`config.mk`:
```
export PLATFORM = sky130hd
export DESIGN_NAME = max_reduce_issuer
export DESIGN_NICKNAME = d
export VERILOG_FILES = /design/src/rtl/max_reduce_issuer.sv
export SDC_FILE = /design/constraint.sdc
export NUM_CORES = 1
export LEC_CHECK = 0
export BUFFER_PORTS_ARGS = -buffer_cell sky130_fd_sc_hd__buf_2
export CAP_MARGIN = 20
export CORE_ASPECT_RATIO = 1.1
export CORE_UTILIZATION = 38
export CTS_CLUSTER_DIAMETER = 150
export CTS_CLUSTER_SIZE = 16
export DETAILED_ROUTE_END_ITERATION = 10
export HOLD_SLACK_MARGIN = 0.08
export SYNTH_ARGS = -nofsm -noshare
export SYNTH_HDL_FRONTEND = slang
export SYNTH_SLANG_ARGS = --single-unit
```
`constraint.sdc`:
```
create_clock -name clk -period 3.2 [get_ports clk]
set_input_delay 0.16 -clock clk [delete_from_list [all_inputs] [get_ports clk]]
set_output_delay 0.16 -clock clk [all_outputs]
set_load 0.01 [all_outputs]
```
`src/rtl/max_reduce_issuer.sv`:
```
// MAX reduction-chain issuer: turns one pooling job (register window + destination)
// into a serial chain of 12-bit MAX instructions for the max-pool decoder, inserting
// HAZARD_GAP idle cycles after each accepted instruction because every instruction
// after the first reads the destination written by the previous one.
module max_reduce_issuer #(
   parameter int unsigned HAZARD_GAP = 2
) (
   input  logic        clk,
   input  logic        rst_n,
   input  logic        start_i,
   input  logic        abort_i,
   input  logic [3:0]  base_reg_i,
   input  logic [4:0]  num_regs_i,
   input  logic [3:0]  dst_reg_i,
   output logic [11:0] inst_o,
   output logic        inst_valid_o,
   input  logic        inst_ready_i,
   output logic        busy_o,
   output logic        done_o,
   output logic        err_o
);

   localparam int unsigned GapW = (HAZARD_GAP > 1) ? $clog2(HAZARD_GAP + 1) : 1;
   // Gap counter load value: counts down to zero, so a load of N-1 gives N idle cycles.
   localparam logic [GapW-1:0] GapLoad = GapW'((HAZARD_GAP > 0) ? HAZARD_GAP - 1 : 0);

   typedef enum logic [1:0] {
      StIdle,
      StIssue,
      StGap,
      StDone
   } state_e;

   state_e          state_q, state_d;
   logic [3:0]      base_q, base_d;
   logic [4:0]      num_q, num_d;
   logic [3:0]      dst_q, dst_d;
   logic [3:0]      k_q, k_d;
   logic [GapW-1:0] gap_q, gap_d;
   logic [11:0]     inst_q, inst_d;
   logic            err_q, err_d;

   logic            start_ok;
   logic            handshake;
   logic [3:0]      last_k;
   logic            is_last;
   logic [3:0]      k_inc;

   // Instruction k of the chain: the first pairs the two lowest window registers,
   // later ones fold the running maximum (held in dst) with the next window register.
   function automatic logic [11:0] make_inst(input logic [3:0] base, input logic [4:0] num,
                                             input logic [3:0] dst, input logic [3:0] k);
      logic [3:0] src1;
      logic [3:0] src2;
      if (k == 4'd0) begin
         src1 = base;
         src2 = (num == 5'd1) ? base : 4'(base + 4'd1);
      end else begin
         src1 = dst;
         src2 = 4'(base + k + 4'd1);
      end
      return {src1, src2, dst};
   endfunction

   // Job decode: legality of a new request and position within the current chain.
   always_comb begin
      start_ok  = start_i && (num_regs_i != 5'd0) && (num_regs_i <= 5'd16);
      handshake = (state_q == StIssue) && inst_ready_i;
      // Chain length is max(num-1, 1), so the last index is max(num-2, 0).
      last_k    = (num_q <= 5'd2) ? 4'd0 : 4'(num_q - 5'd2);
      is_last   = (k_q == last_k);
      k_inc     = 4'(k_q + 4'd1);
   end

   // Next-state logic for the issue FSM and the latched job.
   always_comb begin
      state_d = state_q;
      base_d  = base_q;
      num_d   = num_q;
      dst_d   = dst_q;
      k_d     = k_q;
      gap_d   = gap_q;
      inst_d  = inst_q;
      err_d   = 1'b0;

      unique case (state_q)
         StIdle: begin
            if (start_ok) begin
               base_d  = base_reg_i;
               num_d   = num_regs_i;
               dst_d   = dst_reg_i;
               k_d     = 4'd0;
               inst_d  = make_inst(base_reg_i, num_regs_i, dst_reg_i, 4'd0);
               state_d = StIssue;
            end else if (start_i) begin
               err_d = 1'b1;
            end
         end
         StIssue: begin
            // Abort wins even over a simultaneous handshake: no done is produced.
            if (abort_i) begin
               state_d = StIdle;
               k_d     = 4'd0;
            end else if (handshake) begin
               if (is_last) begin
                  state_d = StDone;
               end else begin
                  k_d = k_inc;
                  if (HAZARD_GAP > 0) begin
                     gap_d   = GapLoad;
                     state_d = StGap;
                  end else begin
                     inst_d = make_inst(base_q, num_q, dst_q, k_inc);
                  end
               end
            end
         end
         StGap: begin
            if (abort_i) begin
               state_d = StIdle;
               k_d     = 4'd0;
            end else if (gap_q == '0) begin
               inst_d  = make_inst(base_q, num_q, dst_q, k_q);
               state_d = StIssue;
            end else begin
               gap_d = gap_q - 1'b1;
            end
         end
         StDone: begin
            // A start seen here is dropped; IDLE accepts from the next cycle.
            state_d = StIdle;
            k_d     = 4'd0;
         end
         default: state_d = StIdle;
      endcase
   end

   // State and job registers; reset abandons any in-flight job.
   always_ff @(posedge clk or negedge rst_n) begin
      if (!rst_n) begin
         state_q <= StIdle;
         base_q  <= 4'd0;
         num_q   <= 5'd0;
         dst_q   <= 4'd0;
         k_q     <= 4'd0;
         gap_q   <= '0;
         inst_q  <= 12'd0;
         err_q   <= 1'b0;
      end else begin
         state_q <= state_d;
         base_q  <= base_d;
         num_q   <= num_d;
         dst_q   <= dst_d;
         k_q     <= k_d;
         gap_q   <= gap_d;
         inst_q  <= inst_d;
         err_q   <= err_d;
      end
   end

   // Outputs are decoded from registered state only.
   always_comb begin
      inst_o       = inst_q;
      inst_valid_o = (state_q == StIssue);
      busy_o       = (state_q == StIssue) || (state_q == StGap);
      done_o       = (state_q == StDone);
      err_o        = err_q;
   end

   // A presented instruction must not change or retract while the decoder stalls.
   a_hold_stable: assert property (@(posedge clk) disable iff (!rst_n)
      (inst_valid_o && !inst_ready_i && !abort_i) |=> (inst_valid_o && $stable(inst_o)));

   // An illegal request never starts a job.
   a_err_idle: assert property (@(posedge clk) disable iff (!rst_n)
      err_o |-> !busy_o);

endmodule

```
==> results of run 1 <==
## routing by layer
layer / vias to the layer above / global-route usage [%] / wire, um
met3: 6 / 3.52 / 195
met4: 0 / 4.20 / 53
li1: 917 / - / -
met1: 856 / 22.8 / 2370
met2: 39 / 29.6 / 2360
met5: - / 0 / 0
## how the worst max path moves through the flow
| stage | start | to | slack, ps |
|---|---|---|---|
| after floorplan | num_q[1] | gap_q[0] | 1150 |
| after global placement | state_q[0] | inst_o[6] | 660 |
| after detailed placement | state_q[0] | inst_o[6] | 550 |
| after CTS | state_q[0] | inst_o[6] | 560 |
| after global routing | state_q[0] | inst_o[6] | 320 |
| final | state_q[0] | inst_o[6] | 590 |
## Yosys cell counts (5+ instances only)
library cell / count
sky130_fd_sc_hd__inv_1: 17
sky130_fd_sc_hd__nand3_1: 6
sky130_fd_sc_hd__nand2b_1: 5
sky130_fd_sc_hd__a31oi_1: 5
sky130_fd_sc_hd__nand2_1: 31
sky130_fd_sc_hd__o21ai_0: 14
sky130_fd_sc_hd__mux2i_1: 8
sky130_fd_sc_hd__dfrtp_1: 34
sky130_fd_sc_hd__mux2_2: 11
sky130_fd_sc_hd__xnor2_1: 6
sky130_fd_sc_hd__nor2_1: 5
sky130_fd_sc_hd__ha_1: 13
sky130_fd_sc_hd__a21oi_1: 18
## state kept, by name (all words and copies together) (netlist names)
signal   cells
num_q        5
state_q      2
k_q          4
dst_q        4
inst_o      12
err_o        1
base_q       4
gap_q        2
## power groups by stage
stage                     Sequential (W)  Clock (W)  Combinational, W
final                           0.000785   0.000489           0.00124
after global routing            0.000823   0.000519           0.00138
after CTS                       0.000789   0.000502           0.00124
after detailed placement        0.000794          0           0.00123
after global placement          0.000793          0           0.00122
after floorplan                 0.000794          0          0.000910
## cell families (layout without fill, tap and decap cells)
logic type / count (synthesis) / count (layout) / share of synthesized area (%)
XOR/XNOR: 11 / 11 / 4.86
AND/OR/NAND/NOR: 68 / 68 / 16.1
adder cells (fa/ha/maj): 14 / 14 / 7.98
multiplexers: 20 / 20 / 9.56
flip-flops: 34 / 34 / 37.2
AO/OA/AOI/OAI: 64 / 64 / 19.2
buffers and inverters: 26 / 60 / 5.19
## area by class of cell
type | count | area share (%)
Multi-Input combinational cell | 177 | 49.8
Timing Repair Buffer | 35 | 6.89
Tap cell | 77 | 3.63
Inverter | 17 | 2.41
Clock inverter | 3 | 2.60
Clock buffer | 5 | 2.60
Sequential cell | 34 | 32.1
## stage by stage
step / hold WS [ps] / instances
after CTS: 105 / 348
after global routing: 105 / 348
after global placement: 293 / 339
after detailed placement: 293 / 339
final: 115 / 348
after floorplan: -136 / 237
## cell usage in the layout, fill, tap and decap left out, types with 3 or more instances in the layout
master | netlist | routed
sky130_fd_sc_hd__inv_1 | 17 | 17
sky130_fd_sc_hd__nand2b_1 | 5 | 5
sky130_fd_sc_hd__a22o_1 | 3 | 3
sky130_fd_sc_hd__o31ai_1 | 3 | 3
sky130_fd_sc_hd__nand2_1 | 31 | 31
sky130_fd_sc_hd__clkbuf_8 | 0 | 5
sky130_fd_sc_hd__o211ai_1 | 3 | 3
sky130_fd_sc_hd__a21oi_1 | 18 | 18
sky130_fd_sc_hd__mux2_2 | 11 | 11
sky130_fd_sc_hd__dfrtp_1 | 34 | 34
sky130_fd_sc_hd__buf_2 | 2 | 33
sky130_fd_sc_hd__xor2_1 | 4 | 4
sky130_fd_sc_hd__ha_1 | 13 | 13
sky130_fd_sc_hd__nor2_1 | 5 | 5
sky130_fd_sc_hd__o21ai_0 | 14 | 14
sky130_fd_sc_hd__and3_1 | 3 | 3
sky130_fd_sc_hd__mux2i_1 | 8 | 8
sky130_fd_sc_hd__xnor2_1 | 6 | 6
sky130_fd_sc_hd__nand3_1 | 6 | 6
sky130_fd_sc_hd__a31oi_1 | 5 | 5
## critical path: cells and delay by family (launching register included)
family                     cells  cell delay [ps]
AOI/OAI and AO/OA              4             1030
adders and majority gates      1              550
buffers and inverters          2              510
DFF                            1              400
==> flow_summary.toml, run 1 <==
[cells_and_area]
antenna_cells_inserted = 0
area_of_the_multi_input_gates_um2 = 1320
syn_to_final_growth_pct = 15.8
final_layout_size_suffix_gt1_share_pct = 24.4
design_area_um2 = 2650
final_nets = 302
combined_flip_flop_and_latch_cell_area_um2 = 851
num-fill-cells = 579
final_core_utilization_pct = 45.7

[synth]
synth_flop_cell = "sky130_fd_sc_hd__dfrtp_1"
synthCells = 237
cell_type_with_the_highest_aggregate_area_in_the_netlist = "sky130_fd_sc_hd__dfrtp_1"
synth_async_sr_flop_share_pct = 100
post_synth_main_area_contributors = "sky130_fd_sc_hd__dfrtp_1 (37%), sky130_fd_sc_hd__ha_1 (7.1%), sky130_fd_sc_hd__mux2_2 (5.4%)"
synth_area_per_cell_um2 = 9.66
synth-seq-cells = 34
synthDominantCellAreaShare_pct = 37.2
netlist_cell_types = 55
synth_enable_flop_cells = 0
syn-num-nets = 269
ys_seq_area_share_pct = 37.2
ys_warn_count = 0
syn_area_um2 = 2290

[hold_path]
min_delay_path_depth = 3
hold_end = "err_o"
hold_path.class = "in2reg"
holdCritStartpoint = "start_i"

[clock_tree]
cts-root-to-sink-buffers = 2
cts_num_sinks = 34
cts_setup_buffers = 0
cts.htree.levels = 2
post_cts_hold_buffer_count = 1
tritoncts_clock_tree = "yes"
path_clk_slew_ps = 80
cts-resized-gates = 0
clk_root_buffer_cell = "sky130_fd_sc_hd__clkbuf_8"
cts_made_buffers = 5
clock_insertion_delay_worst_skew_ps = 290

[placed_design]
place_congestion = 0.803
dp.final_hpwl_um = 3640
placement.io_buffers = 33
detailed_place.area_um2 = 2500
pre_cts_ws_ps = 553

[routing]
dr_total_vias = 1818
postRouteAntennaNets = 0
drcViolationCount = 0
drtPass1Iterations = 4
first_iter_violations = 83
vias_per_cell = 5.22
finalWirelength_um = 4980
route.detailed.wl_per_inst_um = 14.3

[critical_path]
worst_r2r_endpoint = "inst_o[6]"
worst_ep_required_time_ps = 3380
cp-start-kind = "register"
critical_path_class = "reg2reg"
cp.arrival_ps = 2790
regToRegSetupSlack_ps = 590
reg2regPathDepth = 7
crit_slowest_cell = "sky130_fd_sc_hd__ha_1"
timing.critical_path.fanout_max = 23
cp_slowest_stage_delay_ps = 550
worst_path_most_repeated_cell = "sky130_fd_sc_hd__inv_1"
setup.worst_path.end_class = "register"
crit_path_cell_trace = "inv_1 -> ha_1 -> inv_1 -> a22oi_1 -> a21o_2 -> a2111oi_2 -> a211o_1"
worst_r2r_startpoint = "state_q[0]"

[floorplanning]
ios = 34
die_area_um2 = 6340
rows = 29
core_area_um2 = 5810
floorplan.die.width_um = 76.0
floorplan.initialDensity_pct = 39.4
die-height_um = 83.4

[sta]
max_slew.worst_pin.slew_ps = 781
final_period_util_pct = 81.6
max_freq_ghz = 0.383
timing.final.hold_violations = 0
setup_viol = 0
layout_min_cycle_time_ps = 2610
setup-tns-final_ps = 0
clock_skew_ps = 5.48
rsz0062_at_grt = "no"
drv_slew = 0
worst_setup_slack_after_layout_ps = 590
slew_headroom_pct = 47.9

[power_and_ir_drop]
pwr-share-seq_pct = 31.3
power.density_nw_per_um2 = 946
intPower_w = 0.00148
leakage_nw = 1.20
clock_power_share_pct = 19.5
netSwitchingPower_w = 0.00103
power.ir.vdd_worst_mv = 0.399
power.total_w = 0.00251
power.combinational.fraction_pct = 49.2
power_switching_share_pct = 41.0

[grt]
grt_start_max_net_pins = 35
all_layer_gr_usage_pct = 17.5
wire_length_of_the_first_global_routing_pass_um = 8780
first_global_vias = 1786
overflow = 0
grt_antenna_before_repair = 0

[job]
max-cap-violations = 0

[run_status]
outcome = "complete, no violations"
(Power assumes the default switching activity.)
==> run 2: changes to the inputs <==
==> constraint.sdc (replaced) <==
create_clock -name clk -period 2.24 [get_ports clk]
set_input_delay 0.112 -clock clk [delete_from_list [all_inputs] [get_ports clk]]
set_output_delay 0.112 -clock clk [all_outputs]
set_load 0.01 [all_outputs]
==> run 2 against run 1 <==
  * Highest routed layer unchanged
  * Core utilization is 1.0 points higher
  * Wire length increased by 4.2%
  * Critical path type unchanged
  * Total power is 37% higher
  * Clock power increased by 0.8%
  * Setup slack worse by 470 ps
  * Cell area is 2.3% higher
  * Final cell count increased by 3.4%
  * Die area unchanged
  * Combinational power up 49%
  * Maximum frequency increased by 23%
  * Critical path depth fell by 1
==> flow_summary.toml, run 2 (synthesis gave the netlist of run 1 again) <==
[run_status]
outcome = "complete, no violations"

[clock_tree]
clock_insertion_delay_worst_skew_ps = 290
post_cts_hold_buffer_count = 6
cts_made_buffers = 5
cts.htree.levels = 2
tritoncts_clock_tree = "yes"
path_clk_slew_ps = 80
cts-root-to-sink-buffers = 2
cts-resized-gates = 0
cts_num_sinks = 34
clk_root_buffer_cell = "sky130_fd_sc_hd__clkbuf_8"
cts_setup_buffers = 0

[critical_path]
regToRegSetupSlack_ps = 120
cp.arrival_ps = 2300
setup.worst_path.end_class = "register"
reg2regPathDepth = 6
timing.critical_path.fanout_max = 5
worst_r2r_startpoint = "num_q[1]"
cp-start-kind = "register"
critical_path_class = "reg2reg"
worst_ep_required_time_ps = 2420
worst_r2r_endpoint = "gap_q[0]"

[placed_design]
numPlacedInstances = 346
pre_cts_ws_ps = 132
dp.final_hpwl_um = 3820
placement.io_buffers = 33
place_congestion = 0.759
detailed_place.area_um2 = 2560

[cells_and_area]
post_layout_nonfiller_instances = 360
final_layout_size_suffix_gt1_share_pct = 25.8
final_nets = 314
layout_common_cells = "sky130_fd_sc_hd__dfrtp_1 (34), sky130_fd_sc_hd__buf_2 (33), sky130_fd_sc_hd__nand2_1 (31)"
largest_register_ffs = 12
area_of_the_multi_input_gates_um2 = 1320
combined_flip_flop_and_latch_cell_area_um2 = 851
layout_commonest_cell = "sky130_fd_sc_hd__dfrtp_1"
design_area_um2 = 2710
antenna_cells_inserted = 0
num-fill-cells = 588
syn_to_final_growth_pct = 18.4

[floorplanning]
core_area_um2 = 5810
die-height_um = 83.4
die_area_um2 = 6340
ios = 34
floorplan.die.width_um = 76.0
rows = 29
floorplan.initialDensity_pct = 39.4

[routing]
vias_per_cell = 5.21
drcViolationCount = 0
first_iter_violations = 68
postRouteAntennaNets = 0
finalWirelength_um = 5190
route.detailed.wl_per_inst_um = 14.4
drtPass1Iterations = 4
dr_total_vias = 1876

[grt]
all_layer_gr_usage_pct = 17.1
grt_antenna_before_repair = 0
wire_length_of_the_first_global_routing_pass_um = 8610
first_global_vias = 1786
overflow = 0
grt_start_max_net_pins = 35

[hold_path]
hold_path.class = "in2reg"
min_delay_path_depth = 2
holdCritStartpoint = "base_reg_i[3]"
hold_end = "base_q[3]"

[sta]
drv_slew = 0
max_slew.worst_pin.slew_ps = 812
timing.final.hold_violations = 0
max_freq_ghz = 0.473
slew_headroom_pct = 45.8
setup-tns-final_ps = 0
worst_setup_slack_after_layout_ps = 125
clock_skew_ps = 7.96
setup_viol = 0
layout_min_cycle_time_ps = 2120
final_period_util_pct = 94.4
rsz0062_at_grt = "no"

[power_and_ir_drop]
clock_power_share_pct = 14.3
leakage_nw = 1.23
intPower_w = 0.00197
netSwitchingPower_w = 0.00148
pwr-share-seq_pct = 32.1
power.total_w = 0.00345
power.ir.vdd_worst_mv = 0.586
power_switching_share_pct = 42.8
power.combinational.fraction_pct = 53.6
power.density_nw_per_um2 = 1270

[job]
max-cap-violations = 0
run 2: critical path, stage by stage (launching register included):
cell and delay, ps:
sky130_fd_sc_hd__dfrtp_1 380, sky130_fd_sc_hd__inv_1 120, sky130_fd_sc_hd__ha_1 280, sky130_fd_sc_hd__a221o_1 390, sky130_fd_sc_hd__a32oi_2 290, sky130_fd_sc_hd__o31a_1 240, sky130_fd_sc_hd__mux2_4 310
run 2: how the worst max path moves through the flow:
stage | start | to | slack [ps] | cells after the start
finish | num_q[1] | gap_q[0] | 120 | 6
global route | num_q[1] | gap_q[0] | 30 | 7
CTS | num_q[1] | gap_q[0] | 120 | 6
detailed placement | num_q[1] | gap_q[0] | 130 | 6
global placement | num_q[1] | gap_q[0] | 180 | 7
floorplan | num_q[1] | gap_q[0] | 190 | 6
run 2: final cells by class:
cell class              count  share of cell area (%)
clock buffers               6                    3.05
flip-flops and latches     34                    31.4
repair buffers             47                    10.5
multi-input cells         177                    48.7
well taps                  77                    3.55
inverters                  17                    2.35
clock inverters             2                   0.461
run 2: per-layer routing:
layer,global-route usage (%),vias up,part of all wire (%)
met5,0,-,0
met3,3.19,6,3.8
met1,22.0,896,46
met4,4.90,0,0.73
met2,29.2,41,49
li1,-,933,-
run 2: metrics by stage:
stage / utilization (%) / hold WS, ps
6_report: 46.7 / 103
5_1_grt: 46.7 / 114
4_1_cts: 46.7 / 103
3_5_place_dp: 44.0 / 252
3_3_place_gp: 44.0 / 250
2_1_floorplan: - / -184
run 2: power groups by stage:
stage                     Sequential, W  Combinational [W]  Clock (W)
after floorplan                 0.00113            0.00130          0
after global placement          0.00111            0.00182          0
after detailed placement        0.00112            0.00184          0
after CTS                       0.00111            0.00186   0.000500
after global routing            0.00115            0.00205   0.000529
final                           0.00111            0.00185   0.000493
